[config.mk]
export PLATFORM = sky130hd
export DESIGN_NAME = write_buffer
export DESIGN_NICKNAME = d
export VERILOG_FILES = /design/src/rtl/write_buffer.sv
export SDC_FILE = /design/constraint.sdc
export NUM_CORES = 1
export LEC_CHECK = 0
export CAP_MARGIN = 30
export CORE_MARGIN = 2
export CORE_UTILIZATION = 45
export DETAILED_ROUTE_END_ITERATION = 10
export PLACE_DENSITY = 0.72
export SLEW_MARGIN = 20
export SYNTH_ARGS = -nofsm -noshare
export SYNTH_HDL_FRONTEND = slang
export SYNTH_SLANG_ARGS = --single-unit
[constraint.sdc]
create_clock -name clk -period 14.7 [get_ports clk]
set_clock_uncertainty 0.05 [all_clocks]
set_input_delay 2.205 -clock clk [delete_from_list [all_inputs] [get_ports clk]]
set_output_delay 2.205 -clock clk [all_outputs]
set_load 0.02 [all_outputs]
[src/rtl/write_buffer.sv]
// Write-back buffer between L2 and pmem: absorbs dirty-line evictions into a FIFO,
// serves read hits from buffered lines, forwards misses ahead of background drains.
module write_buffer #(
  parameter int LINE_W = 128,
  parameter int ADDR_W = 16,
  parameter int DEPTH  = 4
) (
  input  logic                   clk,
  input  logic                   rst_n,
  input  logic                   l2_cyc,
  input  logic                   l2_stb,
  input  logic                   l2_we,
  input  logic [ADDR_W-1:0]      l2_adr,
  input  logic [LINE_W-1:0]      l2_dat_m,
  output logic [LINE_W-1:0]      l2_dat_s,
  output logic                   l2_ack,
  output logic                   l2_rty,
  output logic                   mem_cyc,
  output logic                   mem_stb,
  output logic                   mem_we,
  output logic [ADDR_W-1:0]      mem_adr,
  output logic [LINE_W-1:0]      mem_dat_m,
  output logic [LINE_W/8-1:0]    mem_sel,
  input  logic [LINE_W-1:0]      mem_dat_s,
  input  logic                   mem_ack,
  input  logic                   mem_rty,
  input  logic                   flush,
  output logic                   flush_done,
  output logic [$clog2(DEPTH):0] count
);

  localparam int PW = $clog2(DEPTH);
  localparam int CW = PW + 1;

  typedef enum logic [1:0] {IDLE, RD, RESP, WR} state_t;

  state_t            state_r;
  logic [DEPTH-1:0]  valid_r;
  logic [ADDR_W-1:0] adr_r [DEPTH];
  logic [LINE_W-1:0] dat_r [DEPTH];
  logic [PW-1:0]     head_r;
  logic [PW-1:0]     tail_r;
  logic [CW-1:0]     count_r;

  logic          req_s, wr_req_s, rd_req_s, in_flight_s, full_s;
  logic          rd_hit_s, coal_hit_s, push_s, coal_s, pop_s, rd_miss_s, hit_ack_s;
  logic [PW-1:0] idx_s, rd_idx_s, coal_idx_s;
  logic [CW-1:0] nxt_count_s;

  assign mem_sel = {(LINE_W/8){1'b1}};
  assign count   = count_r;

  // Request decode and oldest-to-youngest match search (last match wins = youngest).
  always_comb begin
    req_s       = l2_cyc & l2_stb & ~l2_ack;
    wr_req_s    = req_s & l2_we;
    rd_req_s    = req_s & ~l2_we;
    in_flight_s = (state_r == WR);
    full_s      = (count_r == CW'(DEPTH));
    idx_s       = head_r;
    rd_hit_s    = 1'b0;
    rd_idx_s    = head_r;
    coal_hit_s  = 1'b0;
    coal_idx_s  = head_r;
    for (int k = 0; k < DEPTH; k++) begin
      idx_s = head_r + PW'(k);
      if (valid_r[idx_s] && (adr_r[idx_s] == l2_adr)) begin
        rd_hit_s = 1'b1;
        rd_idx_s = idx_s;
        if (!(in_flight_s && (idx_s == head_r))) begin
          coal_hit_s = 1'b1;
          coal_idx_s = idx_s;
        end else begin
          coal_hit_s = coal_hit_s;
        end
      end else begin
        rd_hit_s = rd_hit_s;
      end
    end
    push_s      = wr_req_s & ~coal_hit_s & ~full_s;
    coal_s      = wr_req_s & coal_hit_s;
    l2_rty      = wr_req_s & ~coal_hit_s & full_s;
    rd_miss_s   = rd_req_s & ~rd_hit_s;
    hit_ack_s   = rd_req_s & rd_hit_s;
    pop_s       = in_flight_s & mem_ack & ~mem_rty;
    nxt_count_s = count_r + CW'(push_s) - CW'(pop_s);
  end

  // Line storage: allocate at tail or coalesce into the youngest non-in-flight match.
  always_ff @(posedge clk) begin
    if (push_s) begin
      adr_r[tail_r] <= l2_adr;
      dat_r[tail_r] <= l2_dat_m;
    end else if (coal_s) begin
      dat_r[coal_idx_s] <= l2_dat_m;
    end
  end

  // FIFO bookkeeping, L2 responses and the pmem FSM.
  always_ff @(posedge clk) begin
    if (!rst_n) begin
      state_r    <= IDLE;
      valid_r    <= '0;
      head_r     <= '0;
      tail_r     <= '0;
      count_r    <= '0;
      l2_ack     <= 1'b0;
      l2_dat_s   <= '0;
      mem_cyc    <= 1'b0;
      mem_stb    <= 1'b0;
      mem_we     <= 1'b0;
      mem_adr    <= '0;
      mem_dat_m  <= '0;
      flush_done <= 1'b0;
    end else begin
      l2_ack     <= push_s | coal_s | hit_ack_s;
      count_r    <= nxt_count_s;
      flush_done <= flush & (nxt_count_s == '0);
      if (hit_ack_s) begin
        l2_dat_s <= dat_r[rd_idx_s];
      end
      if (push_s) begin
        valid_r[tail_r] <= 1'b1;
        tail_r          <= tail_r + PW'(1);
      end
      if (pop_s) begin
        valid_r[head_r] <= 1'b0;
        head_r          <= head_r + PW'(1);
      end
      case (state_r)
        IDLE: begin
          if (rd_miss_s) begin
            state_r <= RD;
            mem_cyc <= 1'b1;
            mem_stb <= 1'b1;
            mem_we  <= 1'b0;
            mem_adr <= l2_adr;
          end else if (count_r != '0) begin
            state_r <= WR;
            mem_cyc <= 1'b1;
            mem_stb <= 1'b1;
            mem_we  <= 1'b1;
            mem_adr <= adr_r[head_r];
            // a coalesce into the head this same cycle must not be lost by the drain
            mem_dat_m <= (coal_s && (coal_idx_s == head_r)) ? l2_dat_m : dat_r[head_r];
          end
        end
        RD: begin
          if (!mem_rty && mem_ack) begin
            state_r  <= RESP;
            mem_cyc  <= 1'b0;
            mem_stb  <= 1'b0;
            l2_ack   <= 1'b1;
            l2_dat_s <= mem_dat_s;
          end
        end
        RESP: begin
          state_r <= IDLE;
        end
        WR: begin
          if (!mem_rty && mem_ack) begin
            state_r <= IDLE;
            mem_cyc <= 1'b0;
            mem_stb <= 1'b0;
            mem_we  <= 1'b0;
          end
        end
        default: begin
          state_r <= IDLE;
          mem_cyc <= 1'b0;
          mem_stb <= 1'b0;
          mem_we  <= 1'b0;
        end
      endcase
    end
  end

endmodule

; After elaboration in Yosys (flattened, before gate mapping)
; Memory sizes are Yosys's and may differ from the RTL's. A register that Yosys moved wholly into a read port is not among the register bits.
; Index checks and enable logic that the tools add are counted.
[totals]
reg_bits = 290
mem_count = 2
in_bits = 280
ramBits = 576
[mem_list]
columns = memory, depth, width, rd, rd_ports_with_merged_regs, wr, line_no
row1 = dat_r, 4, 128, 2, 1, 1, 40  ; logic [LINE_W-1:0] dat_r [DEPTH];
row2 = adr_r, 4, 16, 4, 1, 1, 39  ; logic [ADDR_W-1:0] adr_r [DEPTH];
[classes]
n_bitwise = 26
mux = 65
n_eq_ne = 16
n_reduce_logical = 25
n_lt_le_gt_ge = 7
addsub = 6
[ops]
columns = op, n
row1 = $mux W128, 5
row2 = $reduce_or A128 Y1, 1
row3 = $eq A16 B16 Y1, 4
row4 = $mux W16, 2
row5 = $mux W2, 16
row6 = $mux W1, 30
row7 = $lt A2 B3 Y1 const B, 5
row8 = $and A1 B1 Y1, 14
row9 = $mux W4, 3
row10 = $reduce_and A3 Y1, 4
row11 = $logic_and A1 B1 Y1, 10
row12 = $bmux W1 S2, 4
row13 = $eq A2 B2 Y1, 4
row14 = $pmux W2 S4, 1
row15 = $not A1 Y1, 7
row16 = $reduce_bool A2 Y1, 3
row17 = $add A2 B1 Y2 const B, 2
row18 = $add A2 B2 Y2 const B, 2
row19 = $and A4 B4 Y4, 1
row20 = $demux W1 S2, 2
row21 = $eq A2 B2 Y1 const B, 2
row22 = $ge A2 B1 Y1 const B, 2
row23 = $ne A2 B1 Y1 const B, 2
row24 = $not A4 Y4, 1
row25 = 15 further kinds, 18

; Longest topological paths before layout
[logic_depth]
ltp_word = 17
ltp_mapped = 26

; Worst setup path after synthesis
; Ideal clock, no wire load.
[synth_timing]
kind = input to register
from = input l2_adr[9]
to = memory dat_r[0][0], enable pin
setup_ns = 0.792
required_time_ns = 13.858
cell_stages = 12
path_slack_ns = 0.383
n_path_buf = 4
arrival_ns = 13.475
cell_sequence = clkbuf_1 o22ai_1 a2111oi_0 o211ai_1 o211a_1 nor3_2 or2_1 buf_2 buf_2 buf_2 nand2_1 o21ai_0
[synth_between]
elab_chain_cells = 16
elab_cells_between_ends = 32
cone_classes = eq/ne (4) / mux (19) / bitwise (4) / reduce/logical (5)
[synth_lines]
columns = element, line_no
row1 = "start, declared", 13  ; input logic [ADDR_W-1:0] l2_adr,
row2 = $eq A16 B16 Y1, 67  ; if (valid_r[idx_s] && (adr_r[idx_s] == l2_adr)) begin
row3 = $logic_and A1 B1 Y1, 67
row4 = $mux W1, 67
row5 = $mux W1, 70  ; if (!(in_flight_s && (idx_s == head_r))) begin
row6 = $mux W1, 67
row7 = $mux W1, 70
row8 = $mux W1, 67
row9 = $mux W1, 70
row10 = $mux W1, 67
row11 = $not A1 Y1, 80  ; push_s = wr_req_s & ~coal_hit_s & ~full_s;
row12 = $and A1 B1 Y1 (2 in a row), 80
row13 = $mux W1, 91  ; if (push_s) begin
row14 = $mux W1 (not written as such), 95  ; dat_r[coal_idx_s] <= l2_dat_m;
row15 = $reduce_or A128 Y1 (no source line), --
row16 = $mux W2 (no source line) or $mux W1 (tied branches), --
row17 = "end, declared", 40
; Several ways; a longest one is shown, not always the timed one.

; Worst setup path after layout
[layout_timing]
from = register head_r[0]
to = output l2_rty
[layout_between]
elab_cells_between_ends = 35
cone_classes = add/sub (3) / eq/ne (6) / mux (15) / bitwise (3) / reduce/logical (7) / memory (1)
[layout_lines]
columns = element, line_no
row1 = "start, declared", 41  ; logic [PW-1:0] head_r;
row2 = "start signal, assigned", 128  ; head_r <= head_r + PW'(1);
row3 = $add A2 B2 Y2 *, 66  ; idx_s = head_r + PW'(k);
row4 = named net idx_s[0], 47  ; logic [PW-1:0] idx_s, rd_idx_s, coal_idx_s;
row5 = $mem_v2 Z4 W16 (tied with other cells), --
row6 = $eq A16 B16 Y1 (tied with other cells), 67
row7 = $logic_and A1 B1 Y1 or $mux W1 (tied branches), "67, 70"
row8 = $mux W1 *, 67
row9 = $not A1 Y1 *, 82  ; l2_rty = wr_req_s & ~coal_hit_s & full_s;
row10 = $and A1 B1 Y1 * (2 in a row), 82
row11 = "end, declared", 17  ; output logic l2_rty,
; Mark *: on every way through the listed nets, which the timed path passes. The rest lies on a longest branch. The select of a mux whose other input is x is not followed.

==> impl_metrics.yaml <==
run_status:
  run_status: "complete, but fails checks"
  violated_checks: "slew limit"
global_route:
  grt_max_degree: 209
  antenna_violations_before_repair: 10
  vias_in_the_first_global_route: 37100
  grt.total_usage_pct: 28.9
  grt_total_ovfl: 0
  global_route_wire_length_before_repair_um: 243000
critical_path:
  setup_crit_path_kind: "flop to output port"
  timing.critical_path.from_type: "flop"
  critical_path.reg2reg.startpoint: "head_r[0]"
  crit_chain: "inv_2 -> ha_4 -> buf_4 -> mux4_2 -> xnor2_1 -> o21ai_1 -> a2111oi_0 -> o2bb2a_4 -> o211ai_1 -> nor3_1 -> clkdlybuf4s50_1"
  slowest_stage_delay_cp_ps: 860
  critPathCaptureType: "output port"
  critical_path_peak_fanout: 48
  timing.critical_path.slowest_stage_cell: "sky130_fd_sc_hd__dfxtp_4"
  worstPathArrival_ps: 6010
  worst_r2r_path_depth: 14
  reg2reg_slack_ps: 7140
  r2r-end: "dat_r[0][98]"
  worst_endpoint_required_time_ps: 12440
sta:
  worst_slew_pin_slew_ps: 1630
  period_share_pct: 56.2
  max_freq_mhz: 121
  finalHoldViolCount: 0
  layout_min_cycle_time_ps: 8270
  grt_setup_unrepaired: "no"
  setup-tns-final_ps: 0
  timing.final.setup_violations: 0
  report.final.slew_viol_count: 84
  slew_headroom_pct: -8.65
layout:
  fraction_of_layout_instances_using_a_drive_strength_above_1_pct: 13.3
  commonest_non_fill_non_tap_cell_in_the_layout: "sky130_fd_sc_hd__edfxtp_1"
  nets: 4602
  layout-area-overhead-vs-synth_pct: 20.9
  layout_common_cells: "sky130_fd_sc_hd__edfxtp_1 (704), sky130_fd_sc_hd__clkdlybuf4s50_1 (559), sky130_fd_sc_hd__nand2_1 (482)"
clocking:
  clkLatencyLatePin_ps: 710
  ctsResizeCount: 0
  clock_tree.htree_level_count: 3
  cts_tree: "yes"
  clock_tree.root_cell: "sky130_fd_sc_hd__clkbuf_16"
  max-clock-path-buffers: 3
  worst_setup_hold_path_clk_slew_ps: 60
  cts_inserted_buffers: 105
  post_cts_hold_buffer_count: 0
  tritoncts_num_sinks: 996
  post-cts-setup-buffer-count: 0
floorplanning:
  rows: 120
  die_area_mm2: 0.111
  io-pin-count: 577
  die_y_um: 333
  dieWidth_um: 333
  initial_utilization_pct: 45.5
  core_region_area_mm2: 0.107
power:
  pwr_density_cell_mw_per_mm2: 112
  vdd_drop_max_mv: 0.103
  cellLeakagePower_nw: 19.1
  fin_total_pwr_mw: 6.62
yosys:
  synth-seq-area-share_pct: 55.3
  postSynthAreaPerCell_um2: 12.2
  largest_cells_by_area_after_synthesis: "sky130_fd_sc_hd__edfxtp_1 (43%), sky130_fd_sc_hd__dfxtp_1 (12%), sky130_fd_sc_hd__mux4_2 (8.3%)"
  post-synth-top-area-cell: "sky130_fd_sc_hd__edfxtp_1"
  post_synth_inst_count: 3996
  synth.distinct_cells: 67
  synth_enable_flop_cells: 704
  async_flop_share_pct: 0
  ys.warnings.count: 0
  yosys_register_bits: 996
  post-synth-top-area-fraction_pct: 43.3
  synth.cell_area_mm2: 0.0488
  ys.flop_type: "sky130_fd_sc_hd__edfxtp_1"
routing:
  routedWlPerCell_um: 28.4
  drc_errors: 0
  detail_route.wirelength_um: 165000
  drt_first_pass_iters: 5
  ant_nets: 0
  drt-initial-drc-count: 4663
  count_of_vias_placed_by_the_detailed_router: 37600
  vias_per_cell: 6.47
placed_design:
  place_hpwl_um: 98600
  io_buffers: 560
  place.gp.congestion: 0.914
job:
  drv.max_cap_violation_count: 0
hold_path:
  hold_class: "flop to flop"
  worstHoldPathCells: 2
-- critical path, delay by kind of cell, from the launching register on --
kind / cells / cell delay [ps]
buf+inv: 3 / 1640
compound gates: 4 / 1260
flops: 1 / 860
fa+ha+maj: 1 / 520
mux: 1 / 430
simple gates: 1 / 320
xor+xnor: 1 / 190
-- layout make-up --
cell class                 instances  area (um^2)
tap                             1403         1760
inverter                         136          526
antenna                            5         12.5
clock buffer                     135         2870
fill                            8695        48300
sequential                       996        27000
clock inverter                    64          762
multi-input combinational       2433        19600
timing repair buffer             639         6500
-- worst max-delay path by stage --
stage | start | to | slack (ps) | cells after the start
CTS | head_r[1] | l2_rty | 6230 | 11
detailed placement | l2_adr[1] | l2_rty | 6670 | 9
global route | head_r[0] | l2_rty | 6110 | 11
global placement | l2_adr[1] | l2_rty | 6680 | 9
finish | head_r[0] | l2_rty | 6430 | 11
floorplan | l2_adr[9] | dat_r[0][0] | 380 | 12
-- per-layer routing --
layer / vias up / global-route usage (%) / routed length, um
met1: 18700 / 37.4 / 63700
li1: 16200 / - / -
met3: 372 / 5.89 / 16000
met4: 10 / 15.1 / 8410
met5: - / 0 / 56
met2: 2287 / 46.0 / 77000
-- report_power, final --
group          internal, mW  leakage [nW]  switching [mW]  total [mW]
logic                 0.273          8.56           0.366       0.639
clock network          1.63          1.77            1.17        2.80
registers              3.11          8.74          0.0663        3.18
-- synthesized netlist by cell type, types with 48 or more instances --
master,number
sky130_fd_sc_hd__o31ai_1,124
sky130_fd_sc_hd__a21o_1,77
sky130_fd_sc_hd__edfxtp_1,704
sky130_fd_sc_hd__a21oi_1,140
sky130_fd_sc_hd__nand2_1,485
sky130_fd_sc_hd__dfxtp_1,292
sky130_fd_sc_hd__a211o_1,48
sky130_fd_sc_hd__o211a_1,80
sky130_fd_sc_hd__buf_2,72
sky130_fd_sc_hd__o211ai_1,205
sky130_fd_sc_hd__o2111a_1,124
sky130_fd_sc_hd__clkbuf_1,311
sky130_fd_sc_hd__nor2_1,83
sky130_fd_sc_hd__mux4_2,179
sky130_fd_sc_hd__inv_1,134
sky130_fd_sc_hd__mux2_2,129
sky130_fd_sc_hd__o2111ai_1,125
sky130_fd_sc_hd__nand3_1,170
sky130_fd_sc_hd__o21ai_1,80
sky130_fd_sc_hd__xnor2_1,54
-- through the flow --
stage	worst slack, ps	hold WS, ps	utilization [%]	std cells	area, um^2
finish	6430	404	55.0	5811	59000
global route	6110	423	55.0	5811	59000
CTS	6230	404	54.8	5797	58800
detailed placement	6670	395	51.4	5598	55200
global placement	6680	390	51.2	5590	55000
floorplan	383	384	-	4011	48900
-- kinds of logic after synthesis --
kind of cell,count (synthesis),share of synthesized area (%)
flops,996,55.3
mux,355,12.2
xor+xnor,74,1.33
other cells,1,0.00768
fa+ha+maj,11,0.297
compound gates,1157,18.6
buf+inv,582,5.03
simple gates,820,7.28
No activity file was read; power rests on OpenSTA's default activity.
